<file path="src/rtl/ffra_pkg.sv">
// Shared definitions for the ffra Wishbone responder: register offsets, field
// bit positions and the compute FSM state type.
package ffra_pkg;

  // Word offsets (address bits [3:2]) inside the 16-byte register window
  localparam logic [1:0] FFRA_OFF_OPERAND = 2'd0;
  localparam logic [1:0] FFRA_OFF_RESULT  = 2'd1;
  localparam logic [1:0] FFRA_OFF_STATUS  = 2'd2;
  localparam logic [1:0] FFRA_OFF_CONTROL = 2'd3;

  localparam int STATUS_BUSY    = 0;
  localparam int STATUS_DONE    = 1;
  localparam int CONTROL_IRQ_EN = 0;

  typedef enum logic {
    IDLE = 1'b0,
    BUSY = 1'b1
  } ffra_state_t;

  function automatic logic [3:0] ffra_offset_onehot(input logic [1:0] off);
    return 4'b0001 << off;
  endfunction

endpackage

</file>
<file path="src/rtl/ffra_wb_if.sv">
// Wishbone classic front end: address decode, single-cycle ack generation and
// per-offset one-hot read/write enables for the register file in the top.
module ffra_wb_if
  import ffra_pkg::*;
#(
  parameter logic [31:0] BASE_ADDR = 32'h3000_0000
) (
  input  logic        clk,
  input  logic        rst,
  input  logic        stb_i,
  input  logic        cyc_i,
  input  logic        we_i,
  input  logic [3:0]  sel_i,
  input  logic [31:0] adr_i,
  output logic        ack_o,
  output logic [3:0]  wr_en_o,
  output logic [3:0]  rd_en_o,
  output logic [3:0]  sel_o
);

  localparam logic [31:0] ADDR_MASK = 32'hFFFF_FFF0;

  logic       ack_q;
  logic       ack_d;
  logic       hit;
  logic       req;
  logic [3:0] off_hot;

  // A request is only accepted while no ack is outstanding, so a held strobe
  // alternates ack / no-ack.
  always_comb begin
    hit     = (adr_i & ADDR_MASK) == (BASE_ADDR & ADDR_MASK);
    req     = stb_i & cyc_i & hit & ~ack_q;
    off_hot = ffra_offset_onehot(adr_i[3:2]);
    ack_d   = req;
    wr_en_o = (req && we_i)  ? off_hot : 4'b0000;
    rd_en_o = (req && !we_i) ? off_hot : 4'b0000;
    sel_o   = sel_i;
  end

  always_ff @(posedge clk or posedge rst) begin
    if (rst) begin
      ack_q <= 1'b0;
    end else begin
      ack_q <= ack_d;
    end
  end

  assign ack_o = ack_q;

endmodule

</file>
<file path="src/rtl/ffra_wb_responder.sv">
// Wishbone slave that holds the ffra operands, waits a fixed pipeline latency
// after each operand write and captures the ffra result with done/irq status.
module ffra_wb_responder
  import ffra_pkg::*;
#(
  parameter logic [31:0] BASE_ADDR = 32'h3000_0000,
  parameter int unsigned LATENCY   = 1
) (
  input  logic        clk,
  input  logic        rst,
  input  logic        wbs_stb_i,
  input  logic        wbs_cyc_i,
  input  logic        wbs_we_i,
  input  logic [3:0]  wbs_sel_i,
  input  logic [31:0] wbs_adr_i,
  input  logic [31:0] wbs_dat_i,
  output logic        wbs_ack_o,
  output logic [31:0] wbs_dat_o,
  output logic [7:0]  a_o,
  output logic [7:0]  b_o,
  output logic [15:0] ci_o,
  input  logic [15:0] o_i,
  output logic        irq_o
);

  localparam logic [3:0] LAT = 4'(LATENCY);

  logic [3:0]  wr_en;
  logic [3:0]  rd_en;
  logic [3:0]  sel;

  ffra_state_t state_q, state_d;
  logic [3:0]  cnt_q, cnt_d;
  logic [7:0]  a_q, a_d;
  logic [7:0]  b_q, b_d;
  logic [15:0] ci_q, ci_d;
  logic [15:0] result_q, result_d;
  logic        done_q, done_d;
  logic        irq_en_q, irq_en_d;
  logic [31:0] dat_q, dat_d;

  logic        op_start;
  logic        status_clr;
  logic        busy;
  logic        capture;

  ffra_wb_if #(
    .BASE_ADDR (BASE_ADDR)
  ) u_wb_if (
    .clk     (clk),
    .rst     (rst),
    .stb_i   (wbs_stb_i),
    .cyc_i   (wbs_cyc_i),
    .we_i    (wbs_we_i),
    .sel_i   (wbs_sel_i),
    .adr_i   (wbs_adr_i),
    .ack_o   (wbs_ack_o),
    .wr_en_o (wr_en),
    .rd_en_o (rd_en),
    .sel_o   (sel)
  );

  // An OPERAND write with no byte lanes selected is acked but starts nothing
  assign op_start   = wr_en[FFRA_OFF_OPERAND] & (|sel);
  assign status_clr = wr_en[FFRA_OFF_STATUS] & sel[0] & wbs_dat_i[STATUS_DONE];

  always_ff @(posedge clk or posedge rst) begin
    if (rst) begin
      state_q <= IDLE;
      cnt_q   <= 4'd0;
    end else begin
      state_q <= state_d;
      cnt_q   <= cnt_d;
    end
  end

  // A new operand write restarts the count from any state, including the
  // capture edge itself.
  always_comb begin
    state_d = state_q;
    cnt_d   = cnt_q;
    if (op_start) begin
      state_d = BUSY;
      cnt_d   = LAT;
    end else if (state_q == BUSY) begin
      if (cnt_q == 4'd0) begin
        state_d = IDLE;
      end else begin
        cnt_d = cnt_q - 4'd1;
      end
    end
  end

  always_comb begin
    busy    = (state_q == BUSY);
    capture = busy && (cnt_q == 4'd0) && !op_start;
  end

  always_comb begin
    a_d  = a_q;
    b_d  = b_q;
    ci_d = ci_q;
    if (wr_en[FFRA_OFF_OPERAND]) begin
      if (sel[0]) a_d        = wbs_dat_i[7:0];
      if (sel[1]) b_d        = wbs_dat_i[15:8];
      if (sel[2]) ci_d[7:0]  = wbs_dat_i[23:16];
      if (sel[3]) ci_d[15:8] = wbs_dat_i[31:24];
    end

    result_d = capture ? o_i : result_q;

    // Setting done on the capture edge takes priority over a same-edge clear
    done_d = done_q;
    if (op_start) begin
      done_d = 1'b0;
    end else if (capture) begin
      done_d = 1'b1;
    end else if (status_clr) begin
      done_d = 1'b0;
    end

    irq_en_d = irq_en_q;
    if (wr_en[FFRA_OFF_CONTROL] && sel[0]) begin
      irq_en_d = wbs_dat_i[CONTROL_IRQ_EN];
    end
  end

  // Read data is built from pre-edge register state and only held for the ack cycle
  always_comb begin
    dat_d = 32'h0;
    if (rd_en[FFRA_OFF_OPERAND]) begin
      dat_d = {ci_q, b_q, a_q};
    end
    if (rd_en[FFRA_OFF_RESULT]) begin
      dat_d = {16'h0, result_q};
    end
    if (rd_en[FFRA_OFF_STATUS]) begin
      dat_d[STATUS_BUSY] = busy;
      dat_d[STATUS_DONE] = done_q;
    end
    if (rd_en[FFRA_OFF_CONTROL]) begin
      dat_d[CONTROL_IRQ_EN] = irq_en_q;
    end
  end

  always_ff @(posedge clk or posedge rst) begin
    if (rst) begin
      a_q      <= 8'h0;
      b_q      <= 8'h0;
      ci_q     <= 16'h0;
      result_q <= 16'h0;
      done_q   <= 1'b0;
      irq_en_q <= 1'b0;
      dat_q    <= 32'h0;
    end else begin
      a_q      <= a_d;
      b_q      <= b_d;
      ci_q     <= ci_d;
      result_q <= result_d;
      done_q   <= done_d;
      irq_en_q <= irq_en_d;
      dat_q    <= dat_d;
    end
  end

  assign a_o       = a_q;
  assign b_o       = b_q;
  assign ci_o      = ci_q;
  assign wbs_dat_o = dat_q;
  assign irq_o     = done_q & irq_en_q;

endmodule
</file>
<file path="config.mk">
export PLATFORM = sky130hd
export DESIGN_NAME = ffra_wb_responder
export DESIGN_NICKNAME = d
export VERILOG_FILES = /design/src/rtl/ffra_pkg.sv /design/src/rtl/ffra_wb_if.sv /design/src/rtl/ffra_wb_responder.sv
export SDC_FILE = /design/constraint.sdc
export NUM_CORES = 1
export LEC_CHECK = 0
export ABC_AREA = 1
export CORE_UTILIZATION = 47
export DETAILED_ROUTE_END_ITERATION = 16
export PLACE_DENSITY_LB_ADDON = 0.15
export SYNTH_ARGS = -nofsm -noshare
export SYNTH_HDL_FRONTEND = slang
export SYNTH_SLANG_ARGS = --single-unit
</file>
<file path="constraint.sdc">
create_clock -name clk -period 7.5 [get_ports clk]
set_clock_uncertainty 0.2 [all_clocks]
set_input_delay 0.75 -clock clk [delete_from_list [all_inputs] [get_ports clk]]
set_output_delay 0.75 -clock clk [all_outputs]
set_load 0.05 [all_outputs]
</file>
* Word level (Yosys, flattened, before mapping)
Cells that the tools add are included.
** Word-level totals
- Register bits :: 88
- Logic and storage cells :: 54
** Operators by class
- Add/sub/neg operators :: 1
- Equality and inequality tests :: 2
- Shifts and indexed selects :: 1
- Mux-type cells :: 15
- Bitwise gates (word level) :: 8
- Reductions and logical operators :: 16
** Operators with widths (count)
- $mux 32 :: 2
- $eq 28x26->1 const B :: 1
- $mux 4 :: 5
- $reduce_and 2->1 :: 5
- $and 1x1->1 :: 7
- $mux 1 :: 7
- $logic_and 1x1->1 :: 5
- $logic_not 4->1 :: 1
- $reduce_or 4->1 :: 1
- $shl 1x2->4 const A :: 1
- $sub 4x1->4 const B :: 1
- $reduce_bool 3->1 :: 1
- $logic_not 1->1 :: 2
- $mux 2 :: 1
- $ne 2x2->1 const B :: 1
- $reduce_bool 2->1 :: 1
- $not 1->1 :: 1

* Longest topological paths before layout
Gate-level depths: netlist of the first run.
- Word-level depth :: 10
- Gate-level depth with buffers :: 12

* Modules after synthesis
Synthesis of the first run repeated with hierarchy kept, for this count alone.
** Unflattened totals
- Cell total of the unflattened synthesis :: 405
- Area, all modules :: 3667.3 µm²
** By module, submodules not included
- ffra_wb_responder :: instances 1, cells an instance 332, area an instance 3330.7 µm²
- ffra_wb_if :: instances 1, cells an instance 73, area an instance 336.6 µm²

* Worst setup path after synthesis of the first run
No wires, ideal clock.
- Path kind :: input -> register
- Start point :: in wbs_adr_i[30]
- End point :: reg result_q[3]
- Setup time :: 0.117 ns
- Arrival time :: 1.823 ns
- Required time :: 7.183 ns
- Slack :: 5.360 ns
- Stages on the path :: 11
- Buffers on the path :: 1
- Cells stage by stage :: inv_1 > nand2_1 > nor2_1 > nand2_1 > nor2_1 > nand2_2 > nor2_8 > nand3b_4 > buf_2 > nand3_1 > nand2_1
** Between the ends
- Cells in the longest elaborated chain, start to end :: 8
** RTL lines
- from (decl) :: line ffra_wb_responder.sv:15 : input logic [31:0] wbs_adr_i,
- $eq 28x26->1 :: line ffra_wb_if.sv:32 : hit = (adr_i & ADDR_MASK) == (BASE_ADDR & ADDR_MASK);
- $and 1x1->1 (2 in series) :: line ffra_wb_if.sv:33 : req = stb_i & cyc_i & hit & ~ack_q;
- $logic_and 1x1->1 :: line ffra_wb_if.sv:36 : wr_en_o = (req && we_i) ? off_hot : 4'b0000;
- $mux 4 :: line ffra_wb_if.sv:36
- $and 1x1->1 :: line ffra_wb_responder.sv:64 : assign op_start = wr_en[FFRA_OFF_OPERAND] & (|sel);
- $logic_not 1->1 :: line ffra_wb_responder.sv:96 : capture = busy && (cnt_q == 4'd0) && !op_start;
- $logic_and 1x1->1 :: line ffra_wb_responder.sv:96
- to (signal assigned) :: line ffra_wb_responder.sv:159 : result_q <= result_d;
- to (decl) :: line ffra_wb_responder.sv:37 : logic [15:0] result_q, result_d;
No other way between the ends.
A chain may end at the register's enable or synchronous reset.

* Final worst setup path of the first run
- Start point :: in wbs_adr_i[20]
- End point :: reg dat_q[29] (netlist: wbs_dat_o[29])
** Between the ends
- Cells in the longest elaborated chain, start to end :: 7
** RTL lines
- $eq 28x26->1 (*) :: line ffra_wb_if.sv:32
- $and 1x1->1 (*) (2 in series) :: line ffra_wb_if.sv:33
- $logic_and 1x1->1 (*) :: line ffra_wb_if.sv:37 : rd_en_o = (req && !we_i) ? off_hot : 4'b0000;
- $mux 4 (*) :: line ffra_wb_if.sv:37
- $mux 32 :: line ffra_wb_responder.sv:131 : if (rd_en[FFRA_OFF_OPERAND]) begin
- $mux 32 (*) :: line ffra_wb_responder.sv:134 : if (rd_en[FFRA_OFF_RESULT]) begin
- net dat_d[29] :: line ffra_wb_responder.sv:40 : logic [31:0] dat_q, dat_d;
- to (signal assigned) :: line ffra_wb_responder.sv:162 : dat_q <= dat_d;
- to (decl) :: line ffra_wb_responder.sv:40
The timed path passes the listed nets; every way through them passes the cells marked *.

==> summary.md, run 1 <==
| Metric | Value |
|---|---|
| Status | complete, no violations |
| Clock latency on the worst-skew pair | 0.35 ns |
| Initial antenna violation count | 0 |
| Max-Cap Viols | 0 |
| IO Port Bufs | 152 |
| CTS root buf | clkbuf_8 |
| Drt pass-1 iters | 4 |
| Final Cycle Share | 36.8% |
| Register area share after synthesis | 56.2% |
| Worst Path Required | approximately 7.6 ns |
| Die height | 93.3 um |
| Ys flop type | dfrtp_1 |
| DRT Wirelength | about 9400 um |
| Ports | 155 |
| Max IR drop VDD | 0.146 mV |
| Distinct cells, synth | 30 |
| Post-CTS setup buffer count | 0 |
| Largest net degree at the start of global routing | 89 |
| Critical Path, Cell by Cell | clkdlybuf4s50_1, inv_1, nand2_1, nor2_1, nand2_1, nor2_1, nand2_2, nor2_4, nand2_1, nor2_1 |
| # H-tree levels | 3 |
| HP Class | reg2reg |
| Worst setup EP type | flop |
| Syn nets | between 500 and 600 |
| Worst reg2reg path depth | 7 |
| Fmax achieved | about 360 MHz |
| Logic pwr share | 8.5% |
| Row cnt | 32 |
| Synth Instances | 457 |
| Switch share | 22.0% |
| Pins Over Slew Limit | 0 |
| # nets final | 698 |
| Startpoint types | input pin |
| Dpl hpwl | a little under 7000 um |
| Worst Hold End | result_q[9]$_DFFE_PP0P_ |
| First-pass GRT wire length | between 15,000 and 20,000 um |
| Relative slew slack | 28.9% |
| Clock transition at path regs | 0.09 ns |
| Area delta synth->final | 45.7% |
| Power per cell area | 160 nW/um2 |
| Sink Count | 88 |
| Mean Syn Cell Area | 8.57 um2 |
| FF-to-FF setup slack | 5.22 ns |
| Routed length per placed instance | around 13 um |
| Via count | 3,390 |
| EDFF count, synth | 0 |
| Grt ovf | 0 |
| Fin. Hold Viols | 0 |
| Clock Tree Buf Depth | 2 |
| CORE AREA | roughly 7900 um2 |
| WP buf/inv | 2 |
| Number of global-route vias before repair | 3,247 |
| Starting Density | 49.7% |
| Sw Pwr | between 0.0002 and 0.00025 W |
| Most area-consuming cells after synthesis | dfrtp_1, nand2_1, inv_1, nand3_1, nor2_1 |
| Seq cells post-synth | 88 |
| WHS Path Cells | 2 |
| Hold Path Origin | result_q[9]$_DFFE_PP0P_ |
| Critical path class | in2reg |
| Resize count post-CTS | 0 |
| R2R Path Start | cnt_q[0]$_DFFE_PP0P_ |
| Critical path's slowest cell | nand2_1 |
| P_int | between 0.0007 and 0.0008 W |
| Final Total Pwr | 0.000914 W |
| CTS tree | done |
| Chip Width | around 93 um |
| Worst-margin pin slew | 1.07 ns |
| Top cell type's share of synthesized area | a little under three fifths |
| Reg power frac | between 50% and 60% |
| GP Congestion | 0.768 |
| Async SR Flop Fraction | between 90% and 100% |
| Diodes inserted | 0 |
| Share of cells above drive strength 1 | 5.22% |
| # hold bufs at CTS | 0 |
| CP arrival | 2.83 ns |
| Gr usage total | 23.4% |
| RSZ-0062 raised after global routing | false |
| TritonCTS buffer count | 9 |
| Critical path fanouts, max | 18 |
| Yosys top cell by area | dfrtp_1 |
| Worst path max stage delay | 0.50 ns |
| Iteration-0 DRC count of the detailed router | 209 |
| Setup-failing EPs final | 0 |
| Setup TNS | 0 ns |
| Die area | 8700 um2 |
| Final ANT Viol Nets | 0 |
| Post-route DRC | 0 |
| Static Leakage | 2.75 nW |
| Ys Warns | 0 |
| Top delay family on crit path | simple AND/OR/NAND/NOR gates |
| R2r endpoint | result_q[0]$_DFFE_PP0P_ |
| Clk network pwr share | 38.9% |
| Mapped cell area | 3920 um2 |
| Crit path time final | 2.76 ns |
| Vias per inst | 4.74 |
-- kinds of logic (layout without fill, tap and decap cells) --
logic type               count (synthesis)  after routing  synth area share, %
buffers and inverters                  100            256                 10.8
AO/OA/AOI/OAI                           38             38                 5.08
flip-flops                              88             88                 56.2
XOR/XNOR                                 1              1                0.224
adder cells (fa/ha/maj)                  1              1                0.319
AND/OR/NAND/NOR                        229            229                 27.4
-- cell usage after synthesis (2+ instances only) --
master / n
o21ai_1: 5
nand3_4: 4
nand3_1: 53
o21ai_0: 29
nor2_1: 40
o211ai_1: 2
buf_2: 4
nor2_2: 2
clkbuf_1: 4
buf_6: 5
nand2_1: 115
nor3_1: 4
inv_1: 85
dfrtp_1: 88
nand4_1: 2
-- power by group through the flow --
stage,logic (W),registers (W),clock network [W]
floorplan,0.0000237,0.000490,0
global placement,0.0000765,0.000490,0
detailed placement,0.0000782,0.000490,0
CTS,0.0000788,0.000481,0.000365
global route,0.0000869,0.000481,0.000382
finish,0.0000777,0.000481,0.000356
-- per-stage QoR --
step                      hold WS (ns)  instance area [um2]  std cells  setup slack [ns]  utilization (%)
after CTS                        0.284                 5700        715              4.70             72.3
after floorplan                  0.242                 3920        457              4.27                -
after detailed placement         0.263                 5490        699              4.33             69.5
after global routing             0.301                 5700        715              4.48             72.3
final                            0.281                 5700        715              4.74             72.3
after global placement           0.257                 5490        699              4.41             69.5
-- layout make-up --
| cell class | instances | area [um2] |
|---|---|---|
| flip-flops and latches | 88 | 2200 |
| fillers | 604 | 2180 |
| repair buffers | 154 | 1540 |
| multi-input cells | 269 | 1290 |
| inverters | 86 | 324 |
| clock buffers | 10 | 128 |
| well taps | 102 | 128 |
| clock inverters | 6 | 91.3 |
-- routing by layer --
layer	vias to the layer above	routed length [um]	global-route usage (%)	part of all wire, %
li1	1707	-	-	-
met1	1558	4210	31.8	45
met2	110	4520	37.9	48
met3	15	541	4.55	5.7
met4	0	143	7.56	1.5
met5	-	0	0	0
-- registers in the layout, summed over array words and instances (netlist names) --
name and count:
a_o 8, b_o 8, busy 1, ci_o 16
cnt_q 4, done_q 1, irq_en_q 1, result_q 16
u_wb_if.ack_o 1, wbs_dat_o 32
-- worst min-delay path, stage by stage, from the launching register on --
cell and delay [ns]:
dfrtp_1 0.35, nand2_1 0.06, nand2_1 0.05
-- how the worst max path moves through the flow --
stage | from | slack [ns] | endpoint | cells past startpoint
global route | wbs_adr_i[26] | 4.48 | wbs_dat_o[23]$_DFF_PP0_ | 10
finish | wbs_adr_i[20] | 4.74 | wbs_dat_o[29]$_DFF_PP0_ | 10
global placement | wbs_adr_i[29] | 4.41 | wbs_dat_o[22]$_DFF_PP0_ | 9
CTS | wbs_adr_i[29] | 4.70 | wbs_dat_o[29]$_DFF_PP0_ | 9
detailed placement | wbs_adr_i[29] | 4.33 | wbs_dat_o[29]$_DFF_PP0_ | 9
floorplan | rst | 4.27 | a_o[0]$_DFFE_PP0P_ | 1
-- cell usage in the layout (no fill, tap or decap), drive strengths merged --
cell / n
a21oi: 1
buf: 2
bufinv: 2
clkbuf: 10
clkdlybuf4s50: 152
clkinv: 2
clkinvlp: 3
dfrtp: 88
ha: 1
inv: 85
nand2: 117
nand3: 57
nand3b: 2
nand4: 2
nor2: 44
nor3: 4
nor4: 2
o2111ai: 1
o211ai: 2
o21ai: 34
or2: 1
xnor2: 1
(Power assumes the default switching activity.)
==> run 2: changes to the inputs <==
- CORE_UTILIZATION: 47 -> 44
- clock period: 7.5 -> 2.86 ns (I/O delays scaled with it)
==> summary.md, run 2 (synthesis gave the netlist of run 1 again) <==
| Metric | Value |
|---|---|
| Status | complete, no violations (unchanged) |
| Post-route DRC | 0 (unchanged) |
| PnR worst setup slack | 0.715 ns (was 4.74 ns) |
| Starting Density | 45.1% (was 49.7%) |
| Setup TNS | 0 ns (unchanged) |
| Gr usage total | 20.6% (was 23.4%) |
| Final Cell Area | 5730 um2 (was 5700 um2) |
| Die area | 9280 um2 (was 8700 um2) |
| Clock transition at path regs | 0.10 ns (was 0.09 ns) |
| Layout Utilization | 66.0% (was 72.3%) |
| Share of cells above drive strength 1 | 6.15% (was 5.22%) |
| Most common library cell in the layout ignoring fill and taps | clkdlybuf4s50_1 (unchanged) |
| Pins Over Slew Limit | 0 (unchanged) |
| First-pass GRT wire length | 14,500 um (was 15,700 um) |
| Critical path's slowest cell | clkdlybuf4s50_1 (was nand2_1) |
| Fin. Hold Viols | 0 (unchanged) |
| Die height | 96.3 um (was 93.3 um) |
| CORE AREA | 8680 um2 (was 7890 um2) |
| Number of global-route vias before repair | 3,265 (was 3,247) |
| CTS root buf | clkbuf_8 (unchanged) |
| Row cnt | 34 (was 32) |
| Clock latency on the worst-skew pair | 0.36 ns (was 0.35 ns) |
| Vias per inst | 4.60 (was 4.74) |
| Static Leakage | 2.78 nW (was 2.75 nW) |
| Dpl hpwl | 6780 um (was 6860 um) |
| Setup-failing EPs final | 0 (unchanged) |
| Relative slew slack | 60.6% (was 28.9%) |
| Max IR drop VDD | 0.216 mV (was 0.146 mV) |
| WP buf/inv | 2 (unchanged) |
| IO Port Bufs | 152 (unchanged) |
| Worst-margin pin slew | 0.590 ns (was 1.07 ns) |
| FF-to-FF setup slack | 0.85 ns (was 5.22 ns) |
| R2R Path Start | u_wb_if.ack_o$_DFF_PP0_ (was cnt_q[0]$_DFFE_PP0P_) |
| # fillers | 748 (was 604) |
| Critical path fanouts, max | 3 (was 18) |
| Max reg flops | 32 (unchanged) |
| DRT Wirelength | 9060 um (was 9410 um) |
| RSZ-0062 raised after global routing | false (unchanged) |
| Startpoint types | flop (was input pin) |
| Iteration-0 DRC count of the detailed router | 170 (was 209) |
| Resize count post-CTS | 0 (unchanged) |
| Worst slack at placement | 0.371 ns (was 4.33 ns) |
| Cell depth of the worst setup path | 3 (was 10) |
| CP arrival | 1.66 ns (was 2.83 ns) |
| Routed length per placed instance | 12.5 um (was 13.2 um) |
| Max-Cap Viols | 0 (unchanged) |
| # H-tree levels | 3 (unchanged) |
| R2r endpoint | result_q[6]$_DFFE_PP0P_ (was result_q[0]$_DFFE_PP0P_) |
| GP Congestion | 0.791 (was 0.768) |
| Worst Path Required | 2.37 ns (was 7.57 ns) |
| Clock Tree Buf Depth | 2 (unchanged) |
| Critical Path, Cell by Cell | nand2_1, inv_1, clkdlybuf4s50_1 (was clkdlybuf4s50_1, inv_1, nand2_1, nor2_1, nand2_1, nor2_1, nand2_2, nor2_4, nand2_1, nor2_1) |
| Area delta synth->final | 46.3% (was 45.7%) |
| # nets final | 703 (was 698) |
| Most frequent cells in the layout | clkdlybuf4s50_1, nand2_1, dfrtp_1, inv_1, nand3_1 (unchanged) |
| Top delay family on crit path | buffers and inverters (was simple AND/OR/NAND/NOR gates) |
| Via count | 3,341 (was 3,390) |
| Ports | 155 (unchanged) |
| TritonCTS buffer count | 9 (unchanged) |
| Post-CTS setup buffer count | 0 (unchanged) |
| Fmax achieved | 466 MHz |
| CTS tree | done (unchanged) |
| Drt pass-1 iters | 4 (unchanged) |
| Power per cell area | 397 nW/um2 (was 160 nW/um2) |
| Initial antenna violation count | 0 (unchanged) |
| # hold bufs at CTS | 0 (unchanged) |
| Crit path time final | 2.14 ns |
| Critical Path End | irq_o (was wbs_dat_o[29]$_DFF_PP0_) |
| HP Class | in2async (was reg2reg) |
| Chip Width | 96.3 um (was 93.3 um) |
| Largest net degree at the start of global routing | 57 (was 89) |
| Final Cycle Share | around three quarters |
| Diodes inserted | 0 (unchanged) |
| Critical path startpoint | done_q$_DFFE_PP0P_ (was wbs_adr_i[20]) |
| Worst path max stage delay | 0.79 ns (was 0.50 ns) |
| Grt ovf | 0 (unchanged) |
| Worst reg2reg path depth | 9 (was 7) |
| Worst setup EP type | output pin (was flop) |
| Sink Count | 88 (unchanged) |
| Final ANT Viol Nets | 0 (unchanged) |
| Placed Instance Area | 5540 um2 (was 5490 um2) |
| Critical path class | reg2out (was in2reg) |
==> run 2: changes by cell type in the layout (fill, tap and decap cells not counted), moves of 2 or more <==
cell	previous run	this run
buf_4	2	6
bufinv_16	2	0
clkinv_4	0	2
clkinvlp_4	3	1
==> run 2: worst register-to-register path, stage by stage, from the launching register on <==
cell      delay, ns
dfrtp_1        0.40
nor2_1         0.10
nand2_1        0.05
nor2_1         0.13
nand2_2        0.13
nor2_8         0.23
nand3b_4       0.30
nand2_4        0.28
nand2_1        0.09
nand2_1        0.06
==> run 2: cell type report <==
| type | instances | area, um2 | area share, % |
|---|---|---|---|
| clock buffer | 10 | 138 | 2.40 |
| multi-input combinational | 269 | 1290 | 22.6 |
| clock inverter | 6 | 50.0 | 0.873 |
| timing repair buffer | 159 | 1590 | 27.7 |
| sequential | 88 | 2200 | 38.4 |
| inverter | 86 | 324 | 5.66 |
| tap | 108 | 135 | 2.36 |
==> run 2: per-layer routing <==
metal	vias to the layer above	GRT usage [%]	part of all wire [%]	routed length (um)
met5	-	0	0	0
met4	0	6.00	1.4	129
met3	13	9.79	12	1070
met2	113	33.3	46	4200
met1	1504	24.6	40	3670
li1	1711	-	-	-
==> run 2: worst min path at each step <==
stage / startpoint / depth (start not counted) / end / slack, ns
floorplan: wbs_dat_i[0] / 2 / a_o[0]$_DFFE_PP0P_ / 0.22
global placement: result_q[14]$_DFFE_PP0P_ / 2 / result_q[14]$_DFFE_PP0P_ / 0.25
detailed placement: result_q[7]$_DFFE_PP0P_ / 2 / result_q[7]$_DFFE_PP0P_ / 0.26
CTS: rst / 2 / wbs_dat_o[24]$_DFF_PP0_ / 0.08
global route: rst / 2 / wbs_dat_o[29]$_DFF_PP0_ / 0.14
finish: rst / 2 / wbs_dat_o[24]$_DFF_PP0_ / 0.07
==> run 2: report_power, final <==
part	switching (W)	total, W	internal, W
clock	0.000459	0.000809	0.000350
combinational	0.0000840	0.000208	0.000124
sequential	0.00000630	0.00126	0.00125
==> run 2: through the flow <==
stage / cells / total power (W) / hold slack (ns)
after CTS: 726 / 0.00231 / 0.0822
after global routing: 726 / 0.00238 / 0.135
after global placement: 710 / 0.00149 / 0.254
after floorplan: 457 / 0.00135 / 0.215
final: 726 / 0.00228 / 0.0708
after detailed placement: 710 / 0.00150 / 0.259
